--- src/rtl/bram1be_client_pkg.sv ---
// -----------------------------------------------------------------------------
// bram1be_client_pkg
// Shared helpers for the byte-enabled BRAM client and its response FIFO.
//   ptr_width(depth)        : ring pointer width for a power-of-two depth
//   read_latency(pipelined) : BRAM read latency in cycles (1, or 2 with the
//                             BRAM output register enabled)
// -----------------------------------------------------------------------------
package bram1be_client_pkg;

    // log2 of a power-of-two depth, never less than one bit.
    function automatic int ptr_width(input int depth);
        return (depth > 2) ? $clog2(depth) : 1;
    endfunction

    function automatic int read_latency(input int pipelined);
        return 1 + ((pipelined != 0) ? 1 : 0);
    endfunction

endpackage : bram1be_client_pkg

--- src/rtl/bram1be_rsp_fifo.sv ---
// -----------------------------------------------------------------------------
// bram1be_rsp_fifo
// Power-of-two ring FIFO with occupancy count and a registered head word.
// Control state (pointers, count) is reset asynchronously; the storage and
// the head register are not reset.
// Ports:
//   clk_i        in   clock
//   rst_ni       in   asynchronous active-low reset
//   push_i       in   write push_data_i at the tail this cycle
//   push_data_i  in   WIDTH  data to push
//   pop_i        in   consumer ready; pops the head when the FIFO is non-empty
//   valid_o      out  FIFO non-empty, head_o is valid
//   head_o       out  WIDTH  oldest entry
//   count_o      out  current occupancy (0..DEPTH)
// -----------------------------------------------------------------------------
module bram1be_rsp_fifo
    import bram1be_client_pkg::*;
#(
    parameter int DEPTH = 4,
    parameter int WIDTH = 8,
    localparam int PW = ptr_width(DEPTH),
    localparam int CW = PW + 1
) (
    input  logic             clk_i,
    input  logic             rst_ni,
    input  logic             push_i,
    input  logic [WIDTH-1:0] push_data_i,
    input  logic             pop_i,
    output logic             valid_o,
    output logic [WIDTH-1:0] head_o,
    output logic [CW-1:0]    count_o
);

    logic [PW-1:0]    wr_ptr_q, wr_ptr_d;
    logic [PW-1:0]    rd_ptr_q, rd_ptr_d;
    logic [PW-1:0]    rd_ptr_nxt;
    logic [CW-1:0]    count_q, count_d;
    logic [WIDTH-1:0] mem_q [DEPTH];
    logic [WIDTH-1:0] head_q, head_d;
    logic             head_load;
    logic             do_pop;

    assign do_pop     = pop_i && (count_q != '0);
    assign rd_ptr_nxt = rd_ptr_q + PW'(1);

    always_comb begin
        wr_ptr_d  = wr_ptr_q;
        rd_ptr_d  = rd_ptr_q;
        count_d   = count_q + CW'(push_i) - CW'(do_pop);
        head_load = 1'b0;
        head_d    = push_data_i;
        if (push_i) wr_ptr_d = wr_ptr_q + PW'(1);
        if (do_pop) rd_ptr_d = rd_ptr_nxt;
        // The head register always mirrors mem_q[rd_ptr_q]. After a pop the
        // next entry is already in storage when at least two were held;
        // otherwise an incoming push lands straight in the head.
        if (do_pop && (count_q >= CW'(2))) begin
            head_load = 1'b1;
            head_d    = mem_q[rd_ptr_nxt];
        end else if (push_i && ((count_q == '0) || (do_pop && (count_q == CW'(1))))) begin
            head_load = 1'b1;
            head_d    = push_data_i;
        end
    end

    always_ff @(posedge clk_i or negedge rst_ni) begin
        if (!rst_ni) begin
            wr_ptr_q <= '0;
            rd_ptr_q <= '0;
            count_q  <= '0;
        end else begin
            wr_ptr_q <= wr_ptr_d;
            rd_ptr_q <= rd_ptr_d;
            count_q  <= count_d;
        end
    end

    always_ff @(posedge clk_i) begin
        if (push_i)    mem_q[wr_ptr_q] <= push_data_i;
        if (head_load) head_q          <= head_d;
    end

    assign valid_o = (count_q != '0);
    assign head_o  = head_q;
    assign count_o = count_q;

    // The client reserves a slot for every outstanding read, so a push into
    // a full FIFO without a simultaneous pop means the credit logic is broken.
    assert property (@(posedge clk_i) disable iff (!rst_ni)
        !(push_i && !do_pop && (count_q == CW'(DEPTH))));

endmodule : bram1be_rsp_fifo

--- src/rtl/bram1be_client.sv ---
// -----------------------------------------------------------------------------
// bram1be_client
// Drives a single-ported byte-enabled BRAM from a valid/ready request stream
// and returns read data on a valid/ready response stream, hiding the BRAM's
// fixed read latency behind an in-flight shift register and a credit-guarded
// response FIFO.
//
// Handshake: a transfer happens on a rising CLK edge where VALID and READY are
// both high. REQ_READY is a function of registered state only (never of
// REQ_VALID, REQ_WE or RSP_READY); RSP_VALID stays high with RSP_DATA stable
// until RSP_READY is seen.
//
// Ports:
//   CLK, RST_N          clock, asynchronous active-low reset
//   REQ_VALID/READY     request handshake
//   REQ_WE              byte enables, all-zero means read
//   REQ_ADDR, REQ_DATA  word address, write data
//   RSP_VALID/READY     response handshake
//   RSP_DATA            read data (FIFO head)
//   BRAM_EN/WE/ADDR/DI  to the BRAM port
//   BRAM_DO             from the BRAM port
//   IDLE                no reads in flight and response FIFO empty
// -----------------------------------------------------------------------------
module bram1be_client
    import bram1be_client_pkg::*;
#(
    parameter int ADDR_WIDTH = 1,
    parameter int DATA_WIDTH = 8,
    parameter int CHUNKSIZE  = 8,
    parameter int WE_WIDTH   = 1,
    parameter int PIPELINED  = 0,
    parameter int RESP_DEPTH = 4
) (
    input  logic                  CLK,
    input  logic                  RST_N,
    input  logic                  REQ_VALID,
    output logic                  REQ_READY,
    input  logic [WE_WIDTH-1:0]   REQ_WE,
    input  logic [ADDR_WIDTH-1:0] REQ_ADDR,
    input  logic [DATA_WIDTH-1:0] REQ_DATA,
    output logic                  RSP_VALID,
    input  logic                  RSP_READY,
    output logic [DATA_WIDTH-1:0] RSP_DATA,
    output logic                  BRAM_EN,
    output logic [WE_WIDTH-1:0]   BRAM_WE,
    output logic [ADDR_WIDTH-1:0] BRAM_ADDR,
    output logic [DATA_WIDTH-1:0] BRAM_DI,
    input  logic [DATA_WIDTH-1:0] BRAM_DO,
    output logic                  IDLE
);

    localparam int LAT = 1 + PIPELINED;
    localparam int PW  = ptr_width(RESP_DEPTH);
    localparam int CW  = PW + 1;
    localparam int RW  = CW + 1;

    if (DATA_WIDTH != WE_WIDTH * CHUNKSIZE) begin : g_bad_width
        $error("bram1be_client: DATA_WIDTH must equal WE_WIDTH*CHUNKSIZE");
    end
    if ((RESP_DEPTH < 2) || ((RESP_DEPTH & (RESP_DEPTH - 1)) != 0)) begin : g_bad_depth
        $error("bram1be_client: RESP_DEPTH must be a power of two, at least 2");
    end

    logic           active_q, active_d;
    logic [LAT-1:0] inflight_q, inflight_d;
    logic [CW-1:0]  fifo_count;
    logic [RW-1:0]  reserved;
    logic           accept;
    logic           rd_accept;
    logic           push;

    // Every outstanding read owns one FIFO slot from acceptance until it is
    // popped, so the FIFO cannot overflow. active_q holds READY low while in
    // reset and for the partial cycle before the first edge after release.
    assign reserved  = RW'(fifo_count) + RW'($countones(inflight_q));
    assign REQ_READY = active_q && (reserved < RW'(RESP_DEPTH));

    assign accept    = REQ_VALID && REQ_READY;
    assign rd_accept = accept && (REQ_WE == '0);
    assign push      = inflight_q[LAT-1];

    assign BRAM_EN   = accept;
    assign BRAM_WE   = accept ? REQ_WE : '0;
    assign BRAM_ADDR = REQ_ADDR;
    assign BRAM_DI   = REQ_DATA;

    always_comb begin
        active_d   = 1'b1;
        // Bit k set means a read accepted k+1 edges ago; bit LAT-1 marks the
        // cycle in which BRAM_DO carries that read's data.
        inflight_d = LAT'({inflight_q, rd_accept});
    end

    always_ff @(posedge CLK or negedge RST_N) begin
        if (!RST_N) begin
            active_q   <= 1'b0;
            inflight_q <= '0;
        end else begin
            active_q   <= active_d;
            inflight_q <= inflight_d;
        end
    end

    bram1be_rsp_fifo #(
        .DEPTH (RESP_DEPTH),
        .WIDTH (DATA_WIDTH)
    ) u_rsp_fifo (
        .clk_i       (CLK),
        .rst_ni      (RST_N),
        .push_i      (push),
        .push_data_i (BRAM_DO),
        .pop_i       (RSP_READY),
        .valid_o     (RSP_VALID),
        .head_o      (RSP_DATA),
        .count_o     (fifo_count)
    );

    assign IDLE = (inflight_q == '0) && (fifo_count == '0);

endmodule : bram1be_client

--- config.mk ---
export PLATFORM = sky130hd
export DESIGN_NAME = bram1be_client
export DESIGN_NICKNAME = d
export VERILOG_FILES = /design/src/rtl/bram1be_client_pkg.sv /design/src/rtl/bram1be_rsp_fifo.sv /design/src/rtl/bram1be_client.sv
export SDC_FILE = /design/constraint.sdc
export NUM_CORES = 1
export LEC_CHECK = 0
export CORE_MARGIN = 10
export CORE_UTILIZATION = 25
export DETAILED_ROUTE_END_ITERATION = 12
export SYNTH_ARGS = -nofsm -noshare
export SYNTH_HDL_FRONTEND = slang
export SYNTH_SLANG_ARGS = --single-unit
--- constraint.sdc ---
create_clock -name CLK -period 1.7 [get_ports CLK]
set_input_delay 0.34 -clock CLK [delete_from_list [all_inputs] [get_ports CLK]]
set_output_delay 0.34 -clock CLK [all_outputs]
set_load 0.02 [all_outputs]
==> results.md, run 1 <==
* Fmax at 492.0 MHz
* Post-Syn Area at 2168 um2
* Post-synthesis mux area share at 14.31%
* Setup crit start kind: flip-flop
* Vias in the first global route at 1179
* Crit path from: u_rsp_fifo.count_o[1]$_DFF_PN0_
* CTS sink count at 49
* Worst Path Arrival at 1.69 ns
* IO Count at 44
* Syn Nets at 154
* Die extent in x at 113.1 um
* DRC Markers at 0
* FP Rows at 33
* Clock root buffer: clkbuf_8
* Reg-to-reg setup timing slack at -0.14 ns
* Area delta synth->final at 27.87%
* Initial antenna violation count at 0
* Post-synthesis xor/xnor area fraction at 1.616%
* Detailed Place HPWL at 2.665 mm
* Die height at 113.1 um
* Worst Slack Setup Final at -0.3325 ns
* # nets final at 189
* Final period utilization at 119.6%
* Hold Fails Final Rpt at 0
* Violated checks: negative setup slack
* Tot GR Track Use at 6.169%
* Worst r2r path cells at 7
* Simple logic cell fraction of the synthesized area at 4.385%
* Worst r2r src: u_rsp_fifo.count_o[2]$_DFF_PN0_
* Drt total wl at 3.762 mm
* Post-synth EDFFs at 40
* Vias at 1089
* CP Data Required Time at 1.36 ns
* Max clock buf depth at 2
* Netlist cell types at 28
* Tot Pwr at 4.276 mW
* Gpl congestion at 0.7512
* Static leakage at 1.025 nW
* Crit Path Class: reg2out
* Status: complete, but fails checks
* Setup crit end: BRAM_WE
* First-pass GRT wire length at 6.189 mm
* Final instance area at 2773 um2
* Pin count of the biggest net entering global routing at 18
* Setup TNS at -1.202 ns
* Port Buf Inserts at 25
* Ys flop type: edfxtp_1
* RSZ-0062 raised after global routing: true
* H-Tree Level Count at 2
* Compound-Gate Fraction of Synth Area at 2.827%
* Min Tclk post-route at 2.033 ns
* Final setup fails at 13
* Clk_lat worst skew at 0.31 ns
* Clock transition at path regs at 0.09 ns
* Drt first-iter violations at 43
* Total Die Area at 12800 um2
* YS warnings at 0
* Max IR drop VDD at 0.0003457 V
* Slew Viols, Final at 0
* Worst R2R End: u_rsp_fifo.count_o[1]$_DFF_PN0_
* Ys async rst share at 18.37%
* ANT cells at 0
* Vias/cell at 4.125
* Seq cells post-synth at 49
* CTS Buf Count at 5
* Adder-Cell Fraction of Synth Area at 5.540%
* Core Area at 8341 um2
* CTS tree: done
* Main combinational cell family by area after synthesis: multiplexers
* CP Capture Type: output port
* Area after DPL at 2623 um2
* Maximum capacitance violations at 0
* Fraction of layout cells with a size suffix above 1 at 38.99%
* Grt ovf at 0
* Clk_skew at 0.01317 ns
* Post-synthesis cell count at 123
* Largest fanout on the critical path at 3
* Iteration count of the initial detailed-routing pass at 4
* Syn_area_per_cell at 17.63 um2
* Antenna-violating nets left at 0
* Initial core utilization at 26.00%
* Routed len/inst at 14.25 um
* Share of the yosys chip area belonging to registers at 65.78%
* Hold crit path type: in2async
* Pwr dens at 1542 nW/um2
-- worst min path at each step --
stage                                               to                                from  slack (ns)
CTS                 u_rsp_fifo.rd_ptr_q[0]$_DFFE_PN0P_                               RST_N        0.34
finish              u_rsp_fifo.rd_ptr_q[0]$_DFFE_PN0P_                               RST_N        0.33
detailed placement  u_rsp_fifo.wr_ptr_q[0]$_DFFE_PN0P_  u_rsp_fifo.wr_ptr_q[0]$_DFFE_PN0P_        0.53
floorplan                           active_q$_DFF_PN0_                               RST_N        0.04
global placement    u_rsp_fifo.wr_ptr_q[0]$_DFFE_PN0P_  u_rsp_fifo.wr_ptr_q[0]$_DFFE_PN0P_        0.52
global route        u_rsp_fifo.rd_ptr_q[0]$_DFFE_PN0P_                               RST_N        0.36
-- critical path: stages, from the launching register on --
cell     delay (ns)
dfrtp_1        0.38
ha_2           0.18
and3b_1        0.17
a32o_2         0.27
and3_4         0.15
and2_4         0.13
buf_6          0.12
-- metrics by stage --
stage	setup slack (ns)	util [%]	hold WS (ns)	std cells
after global routing	-0.4010	33.24	0.3624	264
after detailed placement	-0.5059	31.44	0.5290	255
after floorplan	-0.01357	-	0.04441	123
after global placement	-0.4793	31.44	0.5197	255
after CTS	-0.3233	32.72	0.3391	263
final	-0.3325	33.24	0.3321	264
-- cell usage in the layout, fill, tap and decap left out, types with 4 or more instances in the layout --
cell,synthesis,layout
dfrtp_1,9,8
mux2_4,8,8
mux4_2,8,8
buf_4,9,13
clkdlybuf4s50_1,0,20
ha_1,8,5
clkbuf_8,0,5
and2_1,6,4
buf_6,1,4
edfxtp_1,40,40
inv_1,8,6
-- repair_timing --
action                                  in CTS  in global routing
endpoints found under the setup margin      23                 23
pin swaps                                    5                  3
setup buffers                                0                  1
gates cloned                                 0                  0
gates resized for setup                     30                  9
hold buffers                                 0                  0
-- cell usage after synthesis (3+ instances only) --
master | instances | area [um2]
edfxtp_1 | 40 | 1201
mux4_2 | 8 | 180.2
dfrtp_1 | 9 | 225.2
and2_1 | 6 | 37.54
buf_4 | 9 | 67.56
ha_1 | 8 | 100.1
mux2_4 | 8 | 120.1
nand2_1 | 3 | 11.26
inv_1 | 8 | 30.03
-- layout make-up --
class,count,area [um2]
multi-input cells,54,701.9
fillers,815,5568
clock inverters,3,25.02
flip-flops and latches,49,1428
inverters,8,30.03
clock buffers,5,68.82
well taps,105,131.4
repair buffers,40,387.9
-- flip-flops by register name, summed over array words and instances, names as in the netlist --
| register | flops |
|---|---|
| u_rsp_fifo.wr_ptr_q | 2 |
| u_rsp_fifo.rd_ptr_q | 2 |
| u_rsp_fifo.mem_q | 32 |
| active_q | 1 |
| inflight_q | 1 |
| u_rsp_fifo.count_o | 3 |
| u_rsp_fifo.head_o | 8 |
-- kinds of logic after synthesis --
kind of cell | after synthesis
buf+inv | 20
mux | 17
fa+ha+maj | 9
flops | 49
xor+xnor | 4
simple gates | 16
compound gates | 7
other cells | 1
-- per-layer routing --
layer | vias to the layer above | global-route usage, % | wire length (um)
li1 | 514 | - | -
met1 | 542 | 6.738 | 1574
met2 | 25 | 10.02 | 1934
met3 | 8 | 2.377 | 187
met4 | 0 | 3.553 | 67
met5 | - | 0 | 0
-- power breakdown --
group / internal [mW] / total [mW] / switching (mW)
clock network: 0.300 / 0.707 / 0.406
logic: 1.05 / 1.87 / 0.823
registers: 1.56 / 1.70 / 0.139
total: 2.91 / 4.28 / 1.37
No activity file was read; power rests on OpenSTA's default activity.
==> inputs of run 2 (changes only) <==
- CTS_BUF_LIST: not set -> sky130_fd_sc_hd__clkbuf_8 sky130_fd_sc_hd__clkbuf_16
==> results of run 2 <==
Final layout, timing and power as in run 1 (identical DEF).
==> inputs of run 3 (changes only) <==
- TNS_END_PERCENT: not set -> 50
- clock period: 1.7 -> 2.6 ns (I/O delays scaled with it)
==> run 3 against run 2 <==
Compared with the run above: the flow now finishes without violations; clock skew is 0.0045 ns lower; sequential cell count stayed put; power is 43% lower; via count is 6.0% lower; sequential power is 32% lower; hold slack better by 0.19 ns; non-clock buffer count is 13 lower; wire length is 7.8% lower; largest power group is now sequential cells; highest routed layer unchanged.
==> results.md, run 3 (synthesis gave the netlist of run 1 again) <==
* Post-cts hold buffer count at 0 (unchanged)
* Finished Layout Cells at 251 (-4.9%)
* Max reg flops at 32 (unchanged)
* Combinational share of power at 34.7% (-9.1 points)
* Pin count of the biggest net entering global routing at 17 (-1)
* Static leakage at 0.9488 nW (-7.5%)
* Initial antenna violation count at 0 (unchanged)
* Commonest non-fill, non-tap cell in the layout: edfxtp_1
* CTS sink count at 49 (unchanged)
* Switching Share at 31.66% (-0.35 points)
* Crit-path max cell delay at 0.42 ns (+0.04 ns)
* Clock power share at 17.8% (+1.3 points)
* Largest register by flop count: u_rsp_fifo.mem_q
* # nets final at 176 (-6.9%)
* Setup crit start kind: flip-flop
* Switching power at 0.7759 mW (-43%)
* CP Data Required Time at 2.08 ns (+0.72 ns)
* Core Area at 8341 um2 (unchanged)
* Vias/cell at 4.080 (-1.1%)
* RSZ-0062 raised after global routing: false
* Setup TNS at 0 ns (+1.202 ns)
* CP Capture Type: output port
* Hold crit path type: in2async
* P_int at 1.675 mW (-42%)
* CTS Buf Count at 5 (unchanged)
* Largest fanout on the critical path at 6 (+3)
* Final setup fails at 0 (-13)
* Max IR drop VDD at 0.0003232 V (-6.5%)
* Detailed Place HPWL at 2.482 mm (-6.9%)
* Vias in the first global route at 1072 (-9.1%)
* Post-Place Cells at 243 (-4.7%)
* Clock root buffer: clkbuf_8
* IO Count at 44 (unchanged)
* Slew Viols, Final at 0 (unchanged)
* CP delay by family, top: simple AND/OR/NAND/NOR gates
* Drt first-iter violations at 45 (+4.7%)
* Status: completed
* Vias at 1024 (-6.0%)
* Seq pwr share at 47.5% (+7.8 points)
* Crit path cell chain: ha_1, and3b_1, a32o_1, and3_1, and2_1, dlygate4sd2_1
* CTS tree: done
* Final period utilization at 95.93%
* Clock transition at path regs at 0.09 ns (about the same)
* Grt ovf at 0 (unchanged)
* Port Buf Inserts at 25 (unchanged)
* Die height at 113.1 um (unchanged)
* Total Die Area at 12800 um2 (unchanged)
* Worst Path Arrival at 1.97 ns (+0.28 ns)
* Die extent in x at 113.1 um (unchanged)
* Gpl congestion at 0.7018 (-6.6%)
* Fmax at 400.9 MHz
* Clk_lat worst skew at 0.30 ns (about the same)
* Routed len/inst at 13.82 um (-3.0%)
* Slew headroom at 60.36%
* Worst-margin pin slew at 0.5946 ns
* CP bufs+invs at 1 (unchanged)
* DRC Markers at 0 (unchanged)
* Most frequent cells in the layout: edfxtp_1, clkdlybuf4s50_1
* Hold Fails Final Rpt at 0 (unchanged)
* H-Tree Level Count at 2 (unchanged)
* Tot GR Track Use at 5.646% (-0.52 points)
* Drt total wl at 3.469 mm (-7.8%)
* Cell with the largest stage delay on the worst path: dfrtp_2
* Area delta synth->final at 18.35%
* Antenna-violating nets left at 0 (unchanged)
* Clk_skew at 0.008646 ns (-0.004523 ns)
* ANT cells at 0 (unchanged)
* Fraction of layout cells with a size suffix above 1 at 20.55% (-18 points)
* Pwr dens at 955.1 nW/um2 (-38%)
* First-pass GRT wire length at 5.637 mm (-8.9%)
* Crit Path Class: reg2out
* FP Rows at 33 (unchanged)
* Min Tclk post-route at 2.494 ns
* Maximum capacitance violations at 0 (unchanged)
* Max clock buf depth at 2 (unchanged)
* Initial core utilization at 26.00% (unchanged)
* Iteration count of the initial detailed-routing pass at 5 (+1)
==> run 3: cell count changes in the layout (fill, tap and decap cells not counted), sizes merged <==
cell and change:
clkdlybuf4s50 +2, inv -1, clkinv +1, buf -18
dlygate4sd2 +3
==> run 3: final timing paths <==
check	from	endpoint	slack (ns)	depth (start not counted)
worst max-delay path	u_rsp_fifo.count_o[2]$_DFF_PN0_	BRAM_WE	0.11	6
worst min-delay path	RST_N	active_q$_DFF_PN0_	0.52	1
worst max register to register	u_rsp_fifo.count_o[0]$_DFF_PN0_	u_rsp_fifo.count_o[2]$_DFF_PN0_	0.71	7
worst min register to register	u_rsp_fifo.wr_ptr_q[0]$_DFFE_PN0P_	u_rsp_fifo.wr_ptr_q[0]$_DFFE_PN0P_	0.54	1
max in group asynchronous	RST_N	u_rsp_fifo.count_o[2]$_DFF_PN0_	1.77	1
min in group CLK	u_rsp_fifo.wr_ptr_q[0]$_DFFE_PN0P_	u_rsp_fifo.wr_ptr_q[0]$_DFFE_PN0P_	0.54	1
==> run 3: final cells by class <==
| cell class | instances | area (um2) |
|---|---|---|
| multi-input combinational | 54 | 625.6 |
| clock buffer | 5 | 68.82 |
| fill | 833 | 5774 |
| timing repair buffer | 27 | 261.5 |
| inverter | 8 | 30.03 |
| tap | 105 | 131.4 |
| clock inverter | 3 | 21.27 |
| sequential | 49 | 1428 |
==> run 3: timing repair <==
action / 4_1_cts / 5_1_grt
buffers inserted: 0 / 0
gates resized for setup: 3 / 1
pin swaps: 0 / 0
endpoints found under the setup margin: 3 / 1
==> run 3: metal layers <==
metal	up-vias	global-route usage [%]	part of all wire [%]
met4	0	2.707	1.7
met2	21	9.485	53
met5	-	0	0
met1	510	5.806	38
met3	7	2.694	6.7
li1	486	-	-
==> run 3: stage by stage <==
stage	instance area, um2	power, mW	setup slack, ns	hold WS, ns	util (%)
floorplan	2168	1.793	0.5651	0.2244	-
global placement	2479	2.045	0.1754	0.5254	29.72
detailed placement	2479	2.061	0.1542	0.5351	29.72
CTS	2565	2.495	0.03666	0.5222	30.75
global route	2566	2.630	0.005344	0.5263	30.77
finish	2566	2.451	0.1059	0.5176	30.77
==> run 3: worst reg2reg max path, cell delays in order, from the launching register on <==
cell and delay (ns):
dfrtp_1 0.45, nor2_2 0.22, a21oi_4 0.11, ha_1 0.28
inv_1 0.04, ha_1 0.18, fa_1 0.38, xnor2_1 0.13
==> run 3: power groups by stage <==
stage | clock [mW] | combinational [mW] | sequential [mW]
after floorplan | 0 | 0.621 | 1.17
after global placement | 0 | 0.869 | 1.18
after detailed placement | 0 | 0.877 | 1.18
after CTS | 0.455 | 0.874 | 1.17
after global routing | 0.494 | 0.941 | 1.19
final | 0.435 | 0.852 | 1.16
